**config.mk**
```make
export PLATFORM = sky130hd
export DESIGN_NAME = pkhdr_seqr
export DESIGN_NICKNAME = d
export VERILOG_FILES = /design/src/rtl/pkhdr_seqr.sv
export SDC_FILE = /design/constraint.sdc
export NUM_CORES = 1
export LEC_CHECK = 0
export ABC_AREA = 1
export CAP_MARGIN = 15
export CORE_MARGIN = 3
export CORE_UTILIZATION = 45
export DETAILED_ROUTE_END_ITERATION = 12
export PLACE_DENSITY = 0.74
export SYNTH_ARGS = -nofsm -noshare
export SYNTH_HDL_FRONTEND = slang
export SYNTH_SLANG_ARGS = --single-unit
```
**constraint.sdc**
```tcl
create_clock -name clk_6M -period 6.6 [get_ports clk_6M]
set_clock_uncertainty 0.2 [all_clocks]
set_input_delay 0.66 -clock clk_6M [delete_from_list [all_inputs] [get_ports clk_6M]]
set_output_delay 0.66 -clock clk_6M [all_outputs]
set_load 0.05 [all_outputs]
```
**src/rtl/pkhdr_seqr.sv**
```systemverilog
// rtl/pkhdr_seqr.sv - access-code/header sequencer: TX serialiser, RX majority decode, HEC, per-LT FLOW/ARQN
// Optional EDR guard/sync tail enabled by defining PKHDR_EDR_GUARD_EN.
module pkhdr_seqr #(
    parameter int LTW = 3,
    parameter int FEC_REP = 3,
    localparam int NUM_LT = 2**LTW,
    localparam int HDR_BITS = LTW + 7
) (
    input  logic                clk_6M,
    input  logic                rstz,
    input  logic                p_1us,
    input  logic                tx_start_p,
    input  logic                rx_start_p,
    input  logic                abort_p,
    input  logic                conn_reset_p,
    input  logic                edr_mode,
    input  logic [7:0]          uap,
    input  logic [63:0]         syncword,
    input  logic [HDR_BITS-1:0] tx_header,
    input  logic [LTW-1:0]      my_lt,
    input  logic                rxbit,
    input  logic [10:0]         edr_sync,
    output logic                txbit,
    output logic                busy,
    output logic                hdr_done_p,
    output logic [HDR_BITS-1:0] dec_header,
    output logic                dec_hecgood,
    output logic                lt_addressed,
    output logic [NUM_LT-1:0]   flow_vec,
    output logic [NUM_LT-1:0]   arqn_vec,
    output logic                guard_st_p,
    output logic                edrsync_st_p
);

    localparam int NBITS = HDR_BITS + 8;
    localparam int HEND = 72 + NBITS * FEC_REP - 1;
    localparam int BIW = $clog2(NBITS + 1);
    localparam int REPW = $clog2(FEC_REP + 1);
    localparam logic [7:0] HEND_C = 8'(HEND);

    typedef enum logic [1:0] {S_IDLE, S_TX, S_RX} state_t;

    state_t state_q, state_d;

    logic [7:0]          cnt;
    logic [REPW-1:0]     rep_cnt, ones, total;
    logic [BIW-1:0]      bit_idx, hec_idx;
    logic [7:0]          hec, hec_nx, hec_sh, sync_idx;
    logic [63:0]         sync_sh;
    logic [HDR_BITS-1:0] hdr_sr, tx_sh;
    logic [LTW-1:0]      lt_dec;
    logic [7:0]          done_cnt;
    logic good, good_nxt, addr_ok;
    logic tx_go, rx_go, start, tick, end_hit, is_rx;
    logic in_hdr, last_rep, hdr_phase, hec_cmp;
    logic tx_hdr_bit, hec_exp, hdr_bit, dec_bit, in_bit, fb;
    logic edr_bit;

    assign busy  = (state_q != S_IDLE);
    assign is_rx = (state_q == S_RX);

    assign tx_go = p_1us & tx_start_p & ~abort_p;
    assign rx_go = p_1us & rx_start_p & ~abort_p & ~tx_start_p;
    assign start = tx_go | rx_go;
    assign tick  = busy & p_1us & ~abort_p & ~start;

`ifdef PKHDR_EDR_GUARD_EN
    logic [7:0]  edr_idx;
    logic [10:0] edr_sh;
    logic        edr_q;

    assign done_cnt     = edr_q ? 8'(HEND + 16) : HEND_C;
    assign edr_idx      = cnt - 8'(HEND + 6);
    assign edr_sh       = edr_sync >> edr_idx;
    assign edr_bit      = (edr_q && cnt > 8'(HEND + 5)) ? edr_sh[0] : 1'b0;
    assign guard_st_p   = tick & edr_q & (cnt == HEND_C);
    assign edrsync_st_p = tick & edr_q & (cnt == 8'(HEND + 5));
`else
    logic unused_edr;

    assign unused_edr   = ^{edr_mode, edr_sync};
    assign done_cnt     = HEND_C;
    assign edr_bit      = 1'b0;
    assign guard_st_p   = 1'b0;
    assign edrsync_st_p = 1'b0;
`endif

    assign end_hit    = tick & (cnt == done_cnt);
    assign hdr_done_p = end_hit;

    // Header phase bookkeeping: logical bit index and repetition slot within it.
    assign in_hdr    = (cnt >= 8'd72) && (cnt <= HEND_C);
    assign last_rep  = (rep_cnt == REPW'(FEC_REP - 1));
    assign hdr_phase = (bit_idx < BIW'(HDR_BITS));
    assign hec_idx   = bit_idx - BIW'(HDR_BITS);
    assign hec_sh    = hec << hec_idx[2:0];
    assign hec_exp   = hec_sh[7];
    assign tx_sh     = tx_header >> bit_idx;
    assign tx_hdr_bit = tx_sh[0];
    assign hdr_bit   = hdr_phase ? tx_hdr_bit : hec_exp;

    assign total   = ones + REPW'(rxbit);
    assign dec_bit = (total > REPW'(FEC_REP / 2));
    assign in_bit  = is_rx ? dec_bit : tx_hdr_bit;

    assign fb     = hec[7] ^ in_bit;
    assign hec_nx = {hec[6:0], 1'b0} ^ ({8{fb}} & 8'hA7);

    assign hec_cmp  = in_hdr & last_rep & ~hdr_phase;
    assign good_nxt = good & ~(hec_cmp & (dec_bit != hec_exp));
    assign lt_dec   = hdr_sr[LTW-1:0];
    assign addr_ok  = good_nxt & ((lt_dec == my_lt) | (lt_dec == '0));

    assign sync_idx = cnt - 8'd4;
    assign sync_sh  = syncword >> sync_idx;

    always_comb begin
        txbit = 1'b0;
        if (busy) begin
            if (cnt < 8'd4)
                txbit = syncword[0] ? ~cnt[0] : cnt[0];
            else if (cnt < 8'd68)
                txbit = sync_sh[0];
            else if (cnt < 8'd72)
                txbit = syncword[63] ? cnt[0] : ~cnt[0];
            else if (cnt <= HEND_C)
                txbit = hdr_bit;
            else
                txbit = edr_bit;
        end
    end

    always_comb begin
        state_d = state_q;
        if (abort_p)
            state_d = S_IDLE;
        else if (tx_go)
            state_d = S_TX;
        else if (rx_go)
            state_d = S_RX;
        else if (end_hit)
            state_d = S_IDLE;
    end

    always_ff @(posedge clk_6M or negedge rstz) begin
        if (!rstz)
            state_q <= S_IDLE;
        else
            state_q <= state_d;
    end

    always_ff @(posedge clk_6M or negedge rstz) begin
        if (!rstz) begin
            cnt          <= 8'd0;
            rep_cnt      <= '0;
            ones         <= '0;
            bit_idx      <= '0;
            hec          <= 8'd0;
            good         <= 1'b0;
            hdr_sr       <= '0;
            dec_header   <= '0;
            dec_hecgood  <= 1'b0;
            lt_addressed <= 1'b0;
            flow_vec     <= '1;
            arqn_vec     <= '0;
`ifdef PKHDR_EDR_GUARD_EN
            edr_q        <= 1'b0;
`endif
        end else begin
            if (start) begin
                cnt     <= tx_go ? 8'd0 : 8'd68;
                rep_cnt <= '0;
                ones    <= '0;
                bit_idx <= '0;
                good    <= 1'b1;
`ifdef PKHDR_EDR_GUARD_EN
                edr_q   <= edr_mode;
`endif
                if (tx_go)
                    lt_addressed <= 1'b0;
            end else if (tick) begin
                cnt <= cnt + 8'd1;
                if (cnt == 8'd71)
                    hec <= uap;
                if (in_hdr) begin
                    if (last_rep) begin
                        rep_cnt <= '0;
                        ones    <= '0;
                        bit_idx <= bit_idx + BIW'(1);
                        if (hdr_phase) begin
                            hec <= hec_nx;
                            if (is_rx)
                                hdr_sr <= {in_bit, hdr_sr[HDR_BITS-1:1]};
                        end else begin
                            good <= good_nxt;
                        end
                    end else begin
                        rep_cnt <= rep_cnt + REPW'(1);
                        ones    <= total;
                    end
                end
                // RX results commit on the same strobe that raises hdr_done_p.
                if (end_hit && is_rx) begin
                    dec_header   <= hdr_sr;
                    dec_hecgood  <= good_nxt;
                    lt_addressed <= addr_ok;
                    if (addr_ok) begin
                        flow_vec[lt_dec] <= hdr_sr[LTW+4];
                        arqn_vec[lt_dec] <= hdr_sr[LTW+5];
                    end
                end
            end
            if (conn_reset_p) begin
                flow_vec <= '1;
                arqn_vec <= '0;
            end
        end
    end

endmodule

```
# Yosys cells after proc, flatten, opt, wreduce, memory -nomap -nowiden

Cells that the tools add are included.

Register bits after elaboration: 66
Bits of input ports: 105
Output and inout bits: 33

$add $sub $neg: 6
$lt $le $gt $ge: 9
Eq/ne operators: 9
Shift-type cells: 3
Mux-type cells: 55
Bitwise operators: 24
Reduce and logical (&&, ||, !) cells: 21

Operator list:

| cell                | number |
|---|---|
| $mux 8              | 16 |
| $shr 64x8->1        | 1 |
| $mux 2              | 12 |
| $mux 5              | 4 |
| $mux 1              | 19 |
| $bwmux 8            | 2 |
| $eq 8x7->1 const B  | 2 |
| $lt 8x7->1 const B  | 2 |
| $reduce_bool 2->1   | 8 |
| $and 1x1->1         | 14 |
| $shr 10x5->1        | 1 |
| $reduce_and 3->1    | 3 |
| $add 8x1->8 const B | 1 |
| $ge 8x7->1 const B  | 1 |
| $le 8x7->1 const B  | 1 |
| $lt 8x3->1 const B  | 1 |
| $reduce_and 4->1    | 2 |
| $shl 8x3->8         | 1 |
| $sub 8x3->8 const B | 1 |
| $xor 8x8->8         | 1 |
| $mux 7              | 1 |
| $ne 2x2->1 const B  | 3 |
| $not 1->1           | 6 |
| $reduce_and 6->1    | 1 |
| 18 further kinds    | 23 |

# Longest topological paths before layout

Gate-level depths: netlist of run 1.

Depth after elaboration: 13
Mapped depth: 16
Depth with buffers taken out: 14

# Least setup slack after synthesis of run 1

OpenSTA, ideal clock, no wires.

Kind: register to output
Start: reg cnt[2]
End: out txbit
Data arrival time: 2.503 ns
Required time: 5.740 ns
Setup slack: 3.237 ns
Stages on the path, launching flop included: 12
Path buffers: 2
Path through: dfrtp_1 clkbuf_1 inv_1 clkbuf_1 ha_1 inv_1 nand3_1 nand3_1 nand3b_1 nand2_1 nand2_1 a21oi_1

Word-level cells in the longest chain between the ends: 6
Elaborated cells between the ends (all ways): 11

RTL lines:

| item                                                                | RTL line | source |
|---|---|---|
| start: declaration                                                  | 45       | `logic [7:0] cnt;` |
| start signal: assignment                                            | 171      | `cnt <= tx_go ? 8'd0 : 8'd68;` |
| start signal: assignment                                            | 182      | `cnt <= cnt + 8'd1;` |
| parallel branches: the longest is 4 deep, another holds $sub 8x3->8 | n/a      |  |
| $mux 1 (*)                                                          | 120      | `if (cnt < 8'd4)` |
| $mux 1 (*)                                                          | 119      | `if (busy) begin` |
| end: declaration                                                    | 23       | `output logic txbit,` |

Mark *: on every way between the ends.

# Worst setup path after layout of run 1

Start: reg cnt[0]
End: out txbit

Word-level cells in the longest chain between the ends: 6
Elaborated cells between the ends (all ways): 14

RTL lines:

| item                                                                | RTL line |
|---|---|
| parallel branches: the longest is 4 deep, another holds $sub 8x3->8 | n/a |
| $mux 1 (*)                                                          | 120 |
| $mux 1 (*)                                                          | 119 |

Marked as above.

==> reports/metrics.csv, run 1 <==
stage;metric;value;unit
status;run status;complete, no violations;
floorplan;Chip Width;108;um
yosys;Synth Flop Type;sky130_fd_sc_hd__dfrtp_1;
cells_and_area;final antenna diode count;0;
setup_path;sequence of cells on the critical path;inv_1, ha_1, inv_1, nand2_1, o21ai_2, nand2_2, nand3_1, nor2_1, o21ai_0, nand2_1, a21oi_1, a21oi_1, clkdlybuf4s50_1;
yosys;Async S/R FF share, synth;1.00;
global_routing;pin count of the biggest net entering global routing;67;
timing;time the worst path needs with I/O delays and setup;4300;ps
pwr;largest voltage drop on the vdd net;0.113;mV
setup_path;kind of launch point of the worst setup path;flip-flop;
timing;transition time at the pin with the least slew margin;941;ps
yosys;cell area after synthesis;4670;um^2
timing;count of endpoints failing setup in the final report;0;
global_routing;number of global-route vias before repair;4681;
global_routing;global-route wire length before repair;21.6;mm
drt;count of antenna-violating nets left after detailed routing;0;
place;total half-perimeter wirelength after legalization and detailed placement;9.60;mm
timing;setup tns final;0;ps
setup_path;Critical Path Sink Type;output pin;
run;number of maximum-capacitance constraint violations;0;
worst_hold_path;class of the tightest hold or removal check;input port to async pin;
clocking;Post-CTS Hold Fix Bufs;0;
cells_and_area;layout-stage area growth over the synthesis result;31.8;%
clocking;htree depth;3;
yosys;sequential cell area fraction in the yosys report;0.356;
drt;number of iterations in the first detailed-routing pass;5;
global_routing;gr ovfl total;0;
timing;part of the cycle the worst path needs;0.652;
clocking;CTS tree;done;
timing;final number of max-transition violations;0;
place;Port Buffers;123;
clocking;TritonCTS buffer count;9;
setup_path;crit-path max cell delay;830;ps
timing;relative slew slack;0.372;
clocking;Clock Sinks;66;
clocking;clock transition at the registers of the reported paths;80;ps
setup_path;largest fanout on the critical path;33;
setup_path;Crit-path slowest cell;sky130_fd_sc_hd__clkdlybuf4s50_1;
place;last weighted congestion value of the routability-driven placer;0.912;
pwr;power per cell area;217;nW/um^2
cells_and_area;fraction of layout instances using a drive strength above 1;0.0922;
clocking;maximum count of clock buffers along a single path;2;
floorplan;Vert. Die Dim;108;um
drt;via-per-instance ratio;5.28;
drt;Total Wirelength;13.1;mm
place;pre-CTS setup slack;2680;ps
timing;setup slack of the critical path after layout;2300;ps
clocking;post-cts repair resize count;0;
setup_path;Data required, critical path;5740;ps
setup_path;category of cells accounting for the largest share of critical-path delay;buffers and inverters;
pwr;leakage dissipation;2.86;nW
yosys;Cell variety after synth;41;
global_routing;initial antenna violation count;0;
drt;routed wirelength normalized by instance count;14.3;um
drt;number of DRC markers in iteration 0;321;
floorplan;std cell rows;36;
setup_path;WP data arrival;3440;ps
drt;DRC violation count after routing;0;
timing;Final Hold Fails;0;
clocking;Skew-Pair Late Insertion Delay;340;ps
floorplan;IO Pins;138;
yosys;instance count of the mapped netlist;667;
global_routing;total routing resource utilization after global routing;0.225;
floorplan;die outline area;11600;um^2
floorplan;core region area;9910;um^2
clocking;number of buffers inserted to repair setup after CTS;0;
cells_and_area;Layout Nets;893;
drt;vias after detailed routing;4825;
setup_path;Setup CP Type;flip-flop to output pin;
timing;achievable frequency;0.232;GHz
yosys;Post-Syn Area per Cell;7.00;um^2
yosys;warnings from Yosys;0;
timing;Worst Hold Margin;283;ps
clocking;clock root buffer master;sky130_fd_sc_hd__clkbuf_8;
timing;unrepaired setup endpoints after global routing;false;
setup_path;buffer and inverter count on the worst path;3;
yosys;flop and latch count out of synthesis;66;
floorplan;starting utilization of the core area;0.471;
yosys;Post-synth EDFFs;0;
## flip-flops by register name, indices dropped and copies added (netlist names)
register      flops
flow_vec          8
cnt               8
lt_addressed      1
state_q           2
bit_idx           5
hdr_sr           10
rep_cnt           2
arqn_vec          8
hec               8
ones              2
good              1
dec_header       10
dec_hecgood       1
## synthesized netlist by cell type (2+ instances only)
cell type	count	area, um^2
sky130_fd_sc_hd__a32o_1	3	30.0
sky130_fd_sc_hd__buf_4	3	22.5
sky130_fd_sc_hd__clkinv_1	2	7.51
sky130_fd_sc_hd__nand3_1	92	460
sky130_fd_sc_hd__xor2_1	4	35.0
sky130_fd_sc_hd__o211ai_1	7	52.6
sky130_fd_sc_hd__nor2_8	4	80.1
sky130_fd_sc_hd__dfstp_2	8	210
sky130_fd_sc_hd__xnor2_1	5	43.8
sky130_fd_sc_hd__nor2_2	4	25.0
sky130_fd_sc_hd__buf_2	5	25.0
sky130_fd_sc_hd__o211ai_2	2	25.0
sky130_fd_sc_hd__o21ai_0	47	235
sky130_fd_sc_hd__nand4_1	3	18.8
sky130_fd_sc_hd__or2_2	3	18.8
sky130_fd_sc_hd__nand2_2	3	18.8
sky130_fd_sc_hd__nor2_1	88	330
sky130_fd_sc_hd__ha_1	12	150
sky130_fd_sc_hd__inv_2	10	37.5
sky130_fd_sc_hd__o21ai_1	31	155
sky130_fd_sc_hd__nor3_1	3	15.0
sky130_fd_sc_hd__nand4_2	9	113
sky130_fd_sc_hd__nand2_1	154	578
sky130_fd_sc_hd__dfrtp_1	58	1450
sky130_fd_sc_hd__inv_1	57	214
sky130_fd_sc_hd__clkbuf_1	18	67.6
sky130_fd_sc_hd__nor2_4	3	33.8
sky130_fd_sc_hd__a21oi_1	16	80.1
## worst register-to-register path: stages, from the launching register on
cell and delay, ps:
sky130_fd_sc_hd__dfrtp_1 700, sky130_fd_sc_hd__inv_2 350, sky130_fd_sc_hd__ha_1 310, sky130_fd_sc_hd__nand4_2 130, sky130_fd_sc_hd__nor2_2 90, sky130_fd_sc_hd__nand2_1 590, sky130_fd_sc_hd__clkinv_1 400, sky130_fd_sc_hd__nand4_2 230
sky130_fd_sc_hd__nand2_1 70, sky130_fd_sc_hd__nand2_1 90, sky130_fd_sc_hd__nand2_1 50
## power by group
group | internal (mW) | switching [mW]
Combinational | 0.195 | 0.295
Sequential | 0.446 | 0.0466
Clock | 0.185 | 0.169
## final cells by class
cell class	count	area, um^2
well taps	133	166
fillers	878	3760
clock buffers	10	138
flip-flops and latches	66	1660
clock inverters	6	63.8
inverters	69	259
repair buffers	125	1240
multi-input cells	505	2620
## routing by layer
metal / vias up / track usage / part of all wire
li1: 2400 / - / -
met1: 2234 / 0.302 / 0.45
met2: 168 / 0.375 / 0.47
met3: 23 / 0.0468 / 0.069
met4: 0 / 0.0532 / 0.015
met5: - / 0 / 0
## layout by cell type (no fill, tap or decap), drive strengths merged
master         synthesis  layout
nand2                158     158
clkdlybuf4s50          0     122
nor2                  99      99
nand3                 92      92
o21ai                 80      80
inv                   67      68
dfrtp                 58      58
a21oi                 17      17
nand4                 13      13
ha                    12      12
clkbuf                18      10
o211ai                 9       9
dfstp                  8       8
xnor2                  5       5
xor2                   4       4
or2                    4       4
clkinv                 2       4
a32o                   3       3
nor3                   3       3
buf                   10       3
conb                   1       2
clkinvlp               0       2
nand3b                 1       1
a31oi                  1       1
o21ba                  1       1
mux2                   1       1
bufinv                 0       1
## final timing paths
| path | from | end | slack, ps | cells after the start |
|---|---|---|---|---|
| worst max register to register | cnt[1]$_DFFE_PN0P_ | flow_vec[6]$_DFFE_PN1P_ | 3330 | 10 |
| worst min register to register | flow_vec[1]$_DFFE_PN1P_ | flow_vec[1]$_DFFE_PN1P_ | 290 | 2 |
| worst max-delay path | cnt[0]$_DFFE_PN0P_ | txbit | 2300 | 13 |
| max in group asynchronous | rstz | ones[1]$_DFFE_PN0P_ | 5360 | 2 |
| worst min-delay path | rstz | arqn_vec[5]$_DFFE_PN0P_ | 280 | 2 |
| min in group clk_6M | flow_vec[1]$_DFFE_PN1P_ | flow_vec[1]$_DFFE_PN1P_ | 290 | 2 |
## stage by stage
step / power (mW) / std cells / util / cell area (um^2)
2_1_floorplan: 0.840 / 668 / - / 4670
3_5_place_dp: 0.988 / 898 / 0.600 / 5950
3_3_place_gp: 0.978 / 898 / 0.600 / 5950
4_1_cts: 1.34 / 914 / 0.621 / 6150
5_1_grt: 1.42 / 914 / 0.621 / 6150
6_report: 1.34 / 914 / 0.621 / 6150
## logic make-up after synthesis
group | count (synthesis) | share of synthesized area
simple gates | 370 | 0.372
compound gates | 111 | 0.136
buf+inv | 97 | 0.0834
flops | 66 | 0.356
fa+ha+maj | 12 | 0.0322
xor+xnor | 9 | 0.0169
other cells | 1 | 0.000803
mux | 1 | 0.00241
(Power assumes the default switching activity.)
==> inputs of run 2 (changes only) <==
CORE_UTILIZATION = 44   (was 45)
PLACE_DENSITY = 0.75   (was 0.74)
clock period = 3.7 ns   (was 6.6 ns; I/O delays follow)
==> run 2 against run 1 <==
  * Non-clock buffer count is 6 higher
  * Die area rose by 2.1%
  * Critical path depth down 8
  * Register-to-register slack worse by 2500 ps
  * Critical path type unchanged
  * Critical endpoint is now hdr_done_p
==> reports/metrics.csv, run 2 (synthesis gave the netlist of run 1 again) <==
stage;metric;value;unit;change
status;run status;complete, no violations;;
pwr;leakage dissipation;2.90;nW;+1.5%
timing;count of endpoints failing setup in the final report;0;;unchanged
floorplan;starting utilization of the core area;0.465;;-0.00634
timing;time the worst path needs with I/O delays and setup;3360;ps;
global_routing;total routing resource utilization after global routing;0.222;;-0.00343
cells_and_area;Layout Nets;899;;+0.67%
floorplan;core region area;10000;um^2;+1.4%
drt;via-per-instance ratio;5.20;;-1.4%
clocking;number of buffers inserted to repair setup after CTS;0;;unchanged
cells_and_area;most frequent cells in the layout;sky130_fd_sc_hd__nand2_1 (154), sky130_fd_sc_hd__clkdlybuf4s50_1 (121), sky130_fd_sc_hd__nand3_1 (92), sky130_fd_sc_hd__nor2_1 (88), sky130_fd_sc_hd__dfrtp_1 (58);;
clocking;post-cts repair resize count;0;;unchanged
setup_path;Critical Path Sink Type;output pin;;
setup_path;buffer and inverter count on the worst path;2;;-1
timing;setup tns final;0;ps;unchanged
drt;routed wirelength normalized by instance count;14.1;um;-1.5%
cells_and_area;registers with the most flip-flops;dec_header: 10 flops, hdr_sr: 10 flops;;
clocking;Clock Sinks;66;;unchanged
timing;relative slew slack;0.450;;+0.0786
clocking;Post-CTS Hold Fix Bufs;1;;+1
place;Placed Area;5980;um^2;+0.59%
setup_path;category of cells accounting for the largest share of critical-path delay;buffers and inverters;;
drt;count of antenna-violating nets left after detailed routing;0;;unchanged
clocking;htree depth;3;;unchanged
pwr;power per cell area;393;nW/um^2;+81%
place;last weighted congestion value of the routability-driven placer;0.876;;-4.0%
floorplan;std cell rows;36;;unchanged
setup_path;largest fanout on the critical path;24;;-27%
drt;DRC violation count after routing;0;;unchanged
setup_path;kind of launch point of the worst setup path;flip-flop;;
clocking;TritonCTS buffer count;9;;unchanged
worst_hold_path;class of the tightest hold or removal check;flip-flop to flip-flop;;
clocking;maximum count of clock buffers along a single path;2;;unchanged
floorplan;Vert. Die Dim;109;um;+1.1%
floorplan;Chip Width;109;um;+1.1%
drt;number of DRC markers in iteration 0;282;;-12%
setup_path;Crit-path slowest cell;sky130_fd_sc_hd__clkdlybuf4s50_1;;
cells_and_area;fraction of layout instances using a drive strength above 1;0.0991;;+0.00692
setup_path;Data required, critical path;3130;ps;-2610 ps
timing;Final Hold Fails;0;;unchanged
drt;Total Wirelength;13.0;mm;-0.85%
run;number of maximum-capacitance constraint violations;0;;unchanged
timing;unrepaired setup endpoints after global routing;false;;
clocking;Skew-Pair Late Insertion Delay;350;ps;about the same
cells_and_area;most frequent standard cell in the layout excluding fill and tap cells;sky130_fd_sc_hd__nand2_1;;
clocking;clock transition at the registers of the reported paths;80;ps;about the same
global_routing;global-route wire length before repair;21.2;mm;-1.8%
place;total half-perimeter wirelength after legalization and detailed placement;9.65;mm;+0.50%
setup_path;sequence of cells on the critical path;inv_2, ha_1, nand4_2, nor2_2, clkdlybuf4s50_1;;
pwr;largest voltage drop on the vdd net;0.258;mV;+130%
setup_path;crit-path max cell delay;840;ps;about the same
pwr;Tot Pwr;2.45;mW;+83%
floorplan;IO Pins;138;;unchanged
timing;transition time at the pin with the least slew margin;823;ps;-118 ps
setup_path;WP data arrival;2790;ps;-650 ps
global_routing;pin count of the biggest net entering global routing;42;;-37%
setup_path;Setup CP Type;flip-flop to output pin;;
floorplan;die outline area;11900;um^2;+2.1%
timing;Worst Hold Margin;287;ps;+4.00 ps
cells_and_area;layout-stage area growth over the synthesis result;33.2;%;
clocking;CTS tree;done;;
timing;setup slack of the critical path after layout;340;ps;-1960 ps
cells_and_area;final antenna diode count;0;;unchanged
cells_and_area;Layout Cell Area excl Fill;6220;um^2;+1.1%
place;pre-CTS setup slack;743;ps;-1940 ps
drt;number of iterations in the first detailed-routing pass;5;;unchanged
timing;part of the cycle the worst path needs;0.908;;
global_routing;number of global-route vias before repair;4500;;-3.9%
timing;final number of max-transition violations;0;;unchanged
place;Port Buffers;123;;unchanged
global_routing;initial antenna violation count;0;;unchanged
drt;vias after detailed routing;4788;;-0.77%
timing;achievable frequency;0.298;GHz;
clocking;clock root buffer master;sky130_fd_sc_hd__clkbuf_8;;
global_routing;gr ovfl total;0;;unchanged
run 2: area by class of cell:
type / instances / area [um^2]
fillers: 917 / 3830
multi-input cells: 505 / 2620
inverters: 69 / 259
clock inverters: 7 / 100
repair buffers: 131 / 1290
flip-flops and latches: 66 / 1660
well taps: 133 / 166
clock buffers: 9 / 124
run 2: per-stage QoR:
step,cells,util
after floorplan,668,-
after global placement,903,0.596
after detailed placement,903,0.596
after CTS,920,0.619
after global routing,920,0.619
final,920,0.619
run 2: worst reg2reg max path, delay by kind of cell, from the launching register on:
kind | cells | cell delay [ps]
AOI/OAI and AO/OA | 1 | 150
adders and majority gates | 1 | 280
buffers and inverters | 2 | 380
DFF | 1 | 670
and+or+nand+nor | 9 | 1160
run 2: layer usage:
layer,wire length (um),GRT usage,share of wire,vias to the layer above
li1,-,-,-,2409
met2,6260,0.367,0.48,148
met1,5790,0.299,0.45,2220
met3,787,0.0462,0.061,11
met5,0,0,0,-
met4,131,0.0523,0.010,0
run 2: final timing paths:
check,startpoint,cells past startpoint,end,slack (ps)
min,flow_vec[6]$_DFFE_PN1P_,2,flow_vec[6]$_DFFE_PN1P_,290
max reg2reg,cnt[1]$_DFFE_PN0P_,13,arqn_vec[7]$_DFFE_PN0P_,800
min reg2reg,flow_vec[6]$_DFFE_PN1P_,2,flow_vec[6]$_DFFE_PN1P_,290
max in group asynchronous,rstz,3,cnt[2]$_DFFE_PN0P_,1990
max,cnt[1]$_DFFE_PN0P_,5,hdr_done_p,340
min in group asynchronous,rstz,2,dec_header[6]$_DFFE_PN0P_,350
run 2: power by group:
group | total, mW | internal (mW) | switching (mW) | leakage (nW)
sequential | 0.874 | 0.795 | 0.0793 | 0.873
combinational | 0.876 | 0.352 | 0.524 | 1.92
clock | 0.695 | 0.385 | 0.309 | 0.114
total | 2.45 | 1.53 | 0.913 | 2.90
